--- src/rtl/ikaopll_pg_pkg.sv ---
// Shared constants and helpers for the OPLL phase generator.
// Holds slot/width parameters, the MUL factor table and the vibrato magnitude select.
package ikaopll_pg_pkg;

    localparam int SLOTS   = 18;
    localparam int PHASE_W = 19;
    localparam int OUT_W   = 10;

    // Frequency multiple per MUL code, in half-units (1 = x0.5).
    localparam logic [4:0] MUL_FACTOR [16] = '{
        5'd1,  5'd2,  5'd4,  5'd6,
        5'd8,  5'd10, 5'd12, 5'd14,
        5'd16, 5'd18, 5'd20, 5'd20,
        5'd24, 5'd24, 5'd30, 5'd30
    };

    // Vibrato depth taken from the FNUM MSBs for the current LFO step.
    function automatic logic [2:0] pm_mag(
        input logic [8:0] fnum,
        input logic [1:0] sel
    );
        logic [2:0] mag;
        mag = 3'd0;
        unique case (sel)
            2'd0:    mag = 3'd0;
            2'd1:    mag = {1'b0, fnum[8:7]};
            2'd2:    mag = fnum[8:6];
            default: mag = {1'b0, fnum[8:7]};
        endcase
        return mag;
    endfunction

endpackage

--- src/rtl/ikaopll_pg_incr.sv ---
// Phase increment pipeline: vibrato + block shift, then MUL scaling.
// Ports: clk_i, rst_i (sync), en_i, fnum/block/mul/pm/pmval, prst_i/tag_i in; inc_o, prst_o, tag_o out (latency 2).
module ikaopll_pg_incr
    import ikaopll_pg_pkg::*;
(
    input  logic               clk_i,
    input  logic               rst_i,
    input  logic               en_i,
    input  logic [8:0]         fnum_i,
    input  logic [2:0]         block_i,
    input  logic [3:0]         mul_i,
    input  logic               pm_i,
    input  logic [2:0]         pmval_i,
    input  logic               prst_i,
    input  logic               tag_i,
    output logic [PHASE_W-1:0] inc_o,
    output logic               prst_o,
    output logic               tag_o
);

    logic [2:0]  pm_delta;
    logic [9:0]  fext;
    logic [16:0] sh_full;
    logic [15:0] shifted_d, shifted_q;
    logic [3:0]  mul_q;
    logic        prst1_q, tag1_q;

    logic [19:0]        prod;
    logic [PHASE_W-1:0] inc_d, inc_q;
    logic               prst2_q, tag2_q;

    always_comb begin
        pm_delta  = pm_i ? pm_mag(fnum_i, pmval_i[1:0]) : 3'd0;
        // Bit 2 of the LFO step selects the downward half of the vibrato swing.
        fext      = pmval_i[2] ? ({fnum_i, 1'b0} - {7'd0, pm_delta})
                               : ({fnum_i, 1'b0} + {7'd0, pm_delta});
        sh_full   = {7'd0, fext} << block_i;
        shifted_d = 16'(sh_full >> 1);
    end

    always_comb begin
        prod  = {4'd0, shifted_q} * {15'd0, MUL_FACTOR[mul_q]};
        inc_d = PHASE_W'(prod >> 1);
    end

    always_ff @(posedge clk_i) begin
        if (en_i) begin
            if (rst_i) begin
                shifted_q <= '0;
                mul_q     <= '0;
                prst1_q   <= 1'b0;
                tag1_q    <= 1'b0;
                inc_q     <= '0;
                prst2_q   <= 1'b0;
                tag2_q    <= 1'b0;
            end else begin
                shifted_q <= shifted_d;
                mul_q     <= mul_i;
                prst1_q   <= prst_i;
                tag1_q    <= tag_i;
                inc_q     <= inc_d;
                prst2_q   <= prst1_q;
                tag2_q    <= tag1_q;
            end
        end
    end

    assign inc_o  = inc_q;
    assign prst_o = prst2_q;
    assign tag_o  = tag2_q;

endmodule

--- src/rtl/ikaopll_phase_gen.sv ---
// Time-multiplexed 18-slot phase generator with circulating 19-bit accumulators.
// Ports: i_EMUCLK, i_IC, i_phi1_NCEN_n, i_CYCLE_00, slot params, i_PG_PHASE_RST in; o_PHASE, o_SLOT0_VALID out.
module ikaopll_phase_gen
    import ikaopll_pg_pkg::*;
(
    input  logic             i_EMUCLK,
    input  logic             i_IC,
    input  logic             i_phi1_NCEN_n,
    input  logic             i_CYCLE_00,
    input  logic [8:0]       i_FNUM,
    input  logic [2:0]       i_BLOCK,
    input  logic [3:0]       i_MUL,
    input  logic             i_PM,
    input  logic [2:0]       i_PMVAL,
    input  logic             i_PG_PHASE_RST,
    output logic [OUT_W-1:0] o_PHASE,
    output logic             o_SLOT0_VALID
);

    logic               en;
    logic [PHASE_W-1:0] inc;
    logic               prst, tag;

    logic [PHASE_W-1:0] store_q [SLOTS];
    logic [PHASE_W-1:0] phase_d;
    logic [OUT_W-1:0]   out_q;
    logic               valid_q;

    assign en = ~i_phi1_NCEN_n;

    ikaopll_pg_incr u_incr (
        .clk_i   (i_EMUCLK),
        .rst_i   (i_IC),
        .en_i    (en),
        .fnum_i  (i_FNUM),
        .block_i (i_BLOCK),
        .mul_i   (i_MUL),
        .pm_i    (i_PM),
        .pmval_i (i_PMVAL),
        .prst_i  (i_PG_PHASE_RST),
        .tag_i   (i_CYCLE_00),
        .inc_o   (inc),
        .prst_o  (prst),
        .tag_o   (tag)
    );

    // Tail of the ring holds this slot's phase from the previous revolution.
    always_comb begin
        phase_d = store_q[SLOTS-1] + inc;
        if (i_IC || prst) begin
            phase_d = '0;
        end
    end

    // Ring has no reset of its own: a held clear sweeps zeros through it.
    always_ff @(posedge i_EMUCLK) begin
        if (en) begin
            store_q[0] <= phase_d;
            for (int i = 1; i < SLOTS; i++) begin
                store_q[i] <= store_q[i-1];
            end
        end
    end

    always_ff @(posedge i_EMUCLK) begin
        if (en) begin
            if (i_IC) begin
                out_q   <= '0;
                valid_q <= 1'b0;
            end else begin
                out_q   <= phase_d[PHASE_W-1 -: OUT_W];
                valid_q <= tag;
            end
        end
    end

    assign o_PHASE       = out_q;
    assign o_SLOT0_VALID = valid_q;

endmodule
--- config.mk ---
export PLATFORM = sky130hd
export DESIGN_NAME = ikaopll_phase_gen
export DESIGN_NICKNAME = d
export VERILOG_FILES = /design/src/rtl/ikaopll_pg_pkg.sv /design/src/rtl/ikaopll_pg_incr.sv /design/src/rtl/ikaopll_phase_gen.sv
export SDC_FILE = /design/constraint.sdc
export NUM_CORES = 1
export LEC_CHECK = 0
export CAP_MARGIN = 20
export CELL_PAD_IN_SITES_DETAIL_PLACEMENT = 1
export CELL_PAD_IN_SITES_GLOBAL_PLACEMENT = 1
export CORE_MARGIN = 3
export CORE_UTILIZATION = 50
export DETAILED_ROUTE_END_ITERATION = 16
export PLACE_DENSITY = 0.75
export SYNTH_ARGS = -nofsm -noshare
export SYNTH_HDL_FRONTEND = slang
export SYNTH_SLANG_ARGS = --single-unit
--- constraint.sdc ---
create_clock -name i_EMUCLK -period 10.5 [get_ports i_EMUCLK]
set_input_delay 1.05 -clock i_EMUCLK [delete_from_list [all_inputs] [get_ports i_EMUCLK]]
set_output_delay 1.05 -clock i_EMUCLK [all_outputs]
set_load 0.05 [all_outputs]
# ---- Yosys cells after proc, flatten, opt, wreduce, memory -nomap -nowiden
# Memories as Yosys holds them, arrays and structs flattened.
# Index checks and enable logic that the tools add are counted.
dict set report totals {
  memories 2
  out_inout_bits 11
  romBits 80
  regBits 54
  ram_bits 342
}
dict set report op_classes {
  n_mul 1
  mux 7
  eq_ne 1
  reduce_logical 2
  bitwise_logic 1
  order_cmp 1
  shifts 1
  addsub 3
}
# memory words width read_ports rd_clocked_by_memory_dff write_ports line
set mem_list {}
lappend mem_list {store_q 18 19 18 0 18 ikaopll_phase_gen.sv:24} ;# logic [PHASE_W-1:0] store_q [SLOTS];
lappend mem_list {{(name not given)} 16 5 1 0 0 ikaopll_pg_incr.sv:42} ;# prod = {4'd0, shifted_q} * {15'd0, MUL_FACTOR[mul_q]};
# operator count
set ops {}
lappend ops {{$mul A16 B5 Y20} 1}
lappend ops {{$add A19 B19 Y19} 1}
lappend ops {{$mux W19} 1}
lappend ops {{$shl A10 B3 Y17} 1}
lappend ops {{$add A10 B3 Y10} 1}
lappend ops {{$mux W10} 1}
lappend ops {{$mux W5} 2}
lappend ops {{$sub A10 B3 Y10} 1}
lappend ops {{$pmux W3 S2} 1}
lappend ops {{$ge A5 B5 Y1 const B} 1}
lappend ops {{$not A4 Y5} 1}
lappend ops {{$mux W3} 1}
lappend ops {{$eq A2 B2 Y1 const B} 1}
lappend ops {{$logic_not A2 Y1} 1}
lappend ops {{$logic_or A1 B1 Y1} 1}
lappend ops {{$mux W1} 1}

# ---- Logic depth before layout (Yosys ltp)
dict set report logic_depth {
  depth_word 6
  depth_mapped 18
  mapped_depth_nobuf 16
}

# ---- Modules after synthesis
# From an unflattened synthesis, not the netlist that was laid out.
dict set report hier_totals {
  hier_cells 1045
  area_unflattened_um2 16677.2
}
# module seq_area_each_um2 n_inst cells_each area_each_um2
set modules_own_cells {}
lappend modules_own_cells {ikaopll_phase_gen 10600.2 1 521 11728.7}
lappend modules_own_cells {ikaopll_pg_incr 1291.2 1 524 4948.5}

# ---- Worst setup path after synthesis
# OpenSTA, ideal clock, no wires.
dict set report synth_path {
  kind {input -> register}
  start {input port i_phi1_NCEN_n}
  end {register out_q[0] (netlist: o_PHASE[0]) (enable)}
  path_slack_ns 1.088
  setup_ns 0.742
  cell_stages 1
  n_path_buf 0
  arrival_time_ns 8.669
  path_cell_list {inv_1}
}
# item line
set synth_lines {}
lappend synth_lines {{start, declared} ikaopll_phase_gen.sv:8} ;# input logic i_phi1_NCEN_n,
lappend synth_lines {{end signal, assigned} ikaopll_phase_gen.sv:71} ;# out_q <= phase_d[PHASE_W-1 -: OUT_W];
lappend synth_lines {{end, declared} ikaopll_phase_gen.sv:26} ;# logic [OUT_W-1:0] out_q;
# No word-level cell between the ends.

# ---- Worst setup path in the final report
dict set report layout_path {
  start {register u_incr.mul_q[2]}
  end {register u_incr.inc_q[17] (netlist: u_incr.inc_o[17]) (data pin)}
}
dict set report layout_between {
  elab_chain_len 5
}
# item line
set layout_lines {}
lappend layout_lines {{start, declared} ikaopll_pg_incr.sv:25} ;# logic [3:0] mul_q;
lappend layout_lines {{start signal, assigned} ikaopll_pg_incr.sv:58} ;# mul_q <= mul_i;
lappend layout_lines {{$not A4 Y5 (not written as such)} ikaopll_pg_incr.sv:42}
lappend layout_lines {{$mem_v2 Z16 W5} -}
lappend layout_lines {{$mux W5 (not written as such) (2 in a row)} ikaopll_pg_incr.sv:42}
lappend layout_lines {{$mul A16 B5 Y20} ikaopll_pg_incr.sv:42}
lappend layout_lines {{end signal, assigned} ikaopll_pg_incr.sv:61} ;# inc_q <= inc_d;
lappend layout_lines {{end, declared} ikaopll_pg_incr.sv:29} ;# logic [PHASE_W-1:0] inc_d, inc_q;
# No other way between the ends. The select of a mux whose other input is x is not followed.
# A chain may end at the register's enable or synchronous reset.

==> impl_metrics.py <==
metrics = {
    "outcome": {
        "status": "complete, no violations",
    },
    "routing": {
        "drt-wirelength-per-cell_um": 18.3,
        "drt_pass1_iterations": 5,
        "drt_drc_violations_left": 0,
        "post_drt_via_cell_ratio": 5.22,
        "vias": 7862,
        "drt-initial-drc-count": 456,
        "wirelength_mm": 27.6,
        "antenna_violating_nets_remaining": 0,
    },
    "worst_setup_path": {
        "slowest_stage": "sky130_fd_sc_hd__edfxtp_1",
        "timing.critical_path.fanout_max": 19,
        "slowest_delay_ns": 0.72,
        "launching_element_of_the_worst_setup_path": "u_incr.mul_q[2]",
        "critPathRequiredTime_ns": 10.76,
        "cell_by_cell_trace_of_the_critical_path": "o21ai_0 -> nand2_1 -> nand2_1 -> and2_1 -> fa_1 -> inv_1 -> fa_1 -> inv_1 -> ha_1 -> a21o_1 -> a211oi_1 -> a21boi_1 -> o31ai_1 -> a31oi_1 -> xor2_1 -> nor2_1",
        "path_delay_family": "compound AO/OA/AOI/OAI gates",
        "setup.worst_path.end_class": "flop",
        "crit_path_start_kind": "flop",
        "r2r-start": "u_incr.mul_q[2]",
        "critPathArrivalTime_ns": 5.17,
        "critical_path_class": "reg -> reg",
        "critPathBufInv": 2,
    },
    "cells_and_area": {
        "syn_to_final_growth_pct": 12.7,
        "fin_nets": 1164,
        "post-route-cell-area_um2": 18300,
        "post_layout_nonfiller_instances": 1507,
        "layout-drive-gt1-share_pct": 6.16,
        "finalCoreUtilization_pct": 57.5,
        "n_antenna_cell": 0,
    },
    "pwr": {
        "power_leakage_nw": 6.75,
        "ir_worst_vdd_mv": 0.152,
        "cellPowerDensity_nw_per_um2": 215,
        "total_power_consumption_of_the_routed_design_mw": 3.94,
    },
    "sta": {
        "final_min_period_over_clock_period_pct": 46.7,
        "totalNegativeSetupSlack_ns": 0,
        "tightestPinTransition_ns": 0.932,
        "slew_viol_final": 0,
        "grt_setup_unrepaired": "false",
        "fin_worst_hold_slack_ns": 0.416,
        "achievable-frequency_mhz": 204,
        "finalClockSkew_ns": 0.0153,
        "final_period_minus_worst_setup_slack_ns": 4.91,
        "layout_setup_ws_ns": 5.59,
        "relSlewSlack_pct": 37.8,
        "hold_viol_final": 0,
        "finalSetupViolCount": 0,
    },
    "logic_synthesis": {
        "post-synth-top-area-fraction_pct": 73.3,
        "library_cell_with_the_largest_summed_area_after_synthesis": "sky130_fd_sc_hd__edfxtp_1",
        "synth_area_um2": 16200,
        "ys_seq_area_share_pct": 73.3,
        "synth_commonest_cells": "sky130_fd_sc_hd__edfxtp_1 (396), sky130_fd_sc_hd__nor2_1 (70), sky130_fd_sc_hd__inv_1 (65), sky130_fd_sc_hd__nand2_1 (56), sky130_fd_sc_hd__and2_1 (52)",
        "synth_fa_ha_area_share_pct": 9.29,
        "synthTopCellsByArea": "sky130_fd_sc_hd__edfxtp_1 (73%), sky130_fd_sc_hd__fa_1 (5.4%), sky130_fd_sc_hd__ha_1 (3.9%)",
        "synth.mux.area_fraction_pct": 0.772,
        "dominant_cell_by_count_in_the_synthesized_netlist": "sky130_fd_sc_hd__edfxtp_1",
        "synth-compound-area-share_pct": 4.85,
        "syn_inst": 984,
        "async_reset_ff_share_pct": 0,
        "synth-xor-area-share_pct": 2.11,
        "simple_gate_share_of_the_synthesized_area_pct": 7.60,
        "postSynthNetCount": 1103,
        "synth_top_flop_cell": "sky130_fd_sc_hd__edfxtp_1",
        "synthDistinctLibCells": 61,
        "ys_ff_latch": 396,
        "post_synth.cell_area_avg_um2": 16.5,
        "synthesis_warning_total": 0,
        "synth-edff-count": 396,
        "synth_top_family_by_area": "adder cells",
    },
    "clock_network": {
        "postCtsHoldBufs": 0,
        "ctsResizeCount": 0,
        "clkLatencyLatePin_ns": 0.53,
        "cts-buffers-inserted": 40,
        "clock-sinks": 396,
        "clockBufferDepth": 3,
        "cts_post_setup_buffers_inserted": 0,
        "cts_tree": "built",
        "htree_levels": 2,
        "cts_root_buf": "sky130_fd_sc_hd__clkbuf_16",
        "cts.reportedPaths.clkPinSlew_ns": 0.06,
    },
    "place": {
        "io_buffers": 35,
        "dpl_cell_area_um2": 17100,
        "gpl.final_weighted_congestion": 0.819,
        "pre_cts_slack_ns": 5.58,
        "hpwl_mm": 17.9,
        "place_inst": 1438,
    },
    "grt": {
        "grt_overflow": 0,
        "vias_in_the_first_global_route": 8421,
        "grt_pass1_wl_mm": 44.7,
        "initial_antenna_violation_count": 0,
        "groute.usage.overall_pct": 16.6,
        "grt_max_degree": 186,
    },
    "die": {
        "die_h_um": 186,
        "die_area_um2": 34600,
        "ioPinCount": 36,
        "initial_utilization_pct": 51.0,
        "placeableCoreArea_um2": 31800,
        "num_rows": 65,
        "die_width_um": 186,
    },
    "min_path": {
        "holdCritStartpoint": "store_q[2][2]",
        "worstHoldPathType": "reg -> reg",
    },
    "run": {
        "max_cap_violations": 0,
    },
}
-- flip-flops by register name, indices dropped and copies added (netlist names) --
register,count
u_incr.inc_o,19
o_SLOT0_VALID,1
u_incr.tag_o,1
o_PHASE,10
store_q,342
u_incr.prst1_q,1
u_incr.shifted_q,16
u_incr.prst_o,1
u_incr.mul_q,4
u_incr.tag1_q,1
-- cell families after synthesis --
logic type	count (synthesis)
buf+inv	86
fa+ha+maj	94
mux	11
flops	396
simple gates	247
compound gates	111
xor+xnor	39
-- layer usage --
| layer | part of all wire [%] | track usage (%) | up-vias |
|---|---|---|---|
| met5 | 0 | 0 | - |
| met4 | 1.7 | 4.50 | 0 |
| met3 | 3.2 | 2.97 | 35 |
| met2 | 48 | 27.1 | 97 |
| met1 | 47 | 23.3 | 3996 |
| li1 | - | - | 3734 |
-- worst paths after layout --
kind                            to  slack, ns  cells after the start
setup / recovery  u_incr.inc_o[17]       5.59                     16
hold / removal       store_q[3][2]       0.42                      0
setup reg to reg  u_incr.inc_o[17]       5.59                     16
hold reg to reg      store_q[3][2]       0.42                      0
-- placed cells by master (no fill, tap or decap), types with 21 or more instances in the layout --
master                            Yosys  final
sky130_fd_sc_hd__clkbuf_16            0     42
sky130_fd_sc_hd__nand2_1             56     56
sky130_fd_sc_hd__ha_1                50     50
sky130_fd_sc_hd__nor2_1              70     70
sky130_fd_sc_hd__xnor2_1             21     21
sky130_fd_sc_hd__edfxtp_1           396    396
sky130_fd_sc_hd__fa_1                44     44
sky130_fd_sc_hd__inv_1               65     64
sky130_fd_sc_hd__and2_1              52     52
sky130_fd_sc_hd__clkdlybuf4s50_1      0     35
-- report_power, final --
part	internal [mW]	switching (mW)
logic	0.259	0.414
registers	1.90	0.0529
clock network	0.754	0.556
total	2.91	1.02
-- area by class of cell --
class / instances / area [µm²]
Clock inverter: 16 / 110
Clock buffer: 53 / 1090
Multi-Input combinational cell: 502 / 3990
Inverter: 66 / 255
Sequential cell: 396 / 11900
Timing Repair Buffer: 39 / 393
Tap cell: 435 / 544
Fill cell: 2891 / 13500
Note: power is estimated with default switching activity, not from simulation.
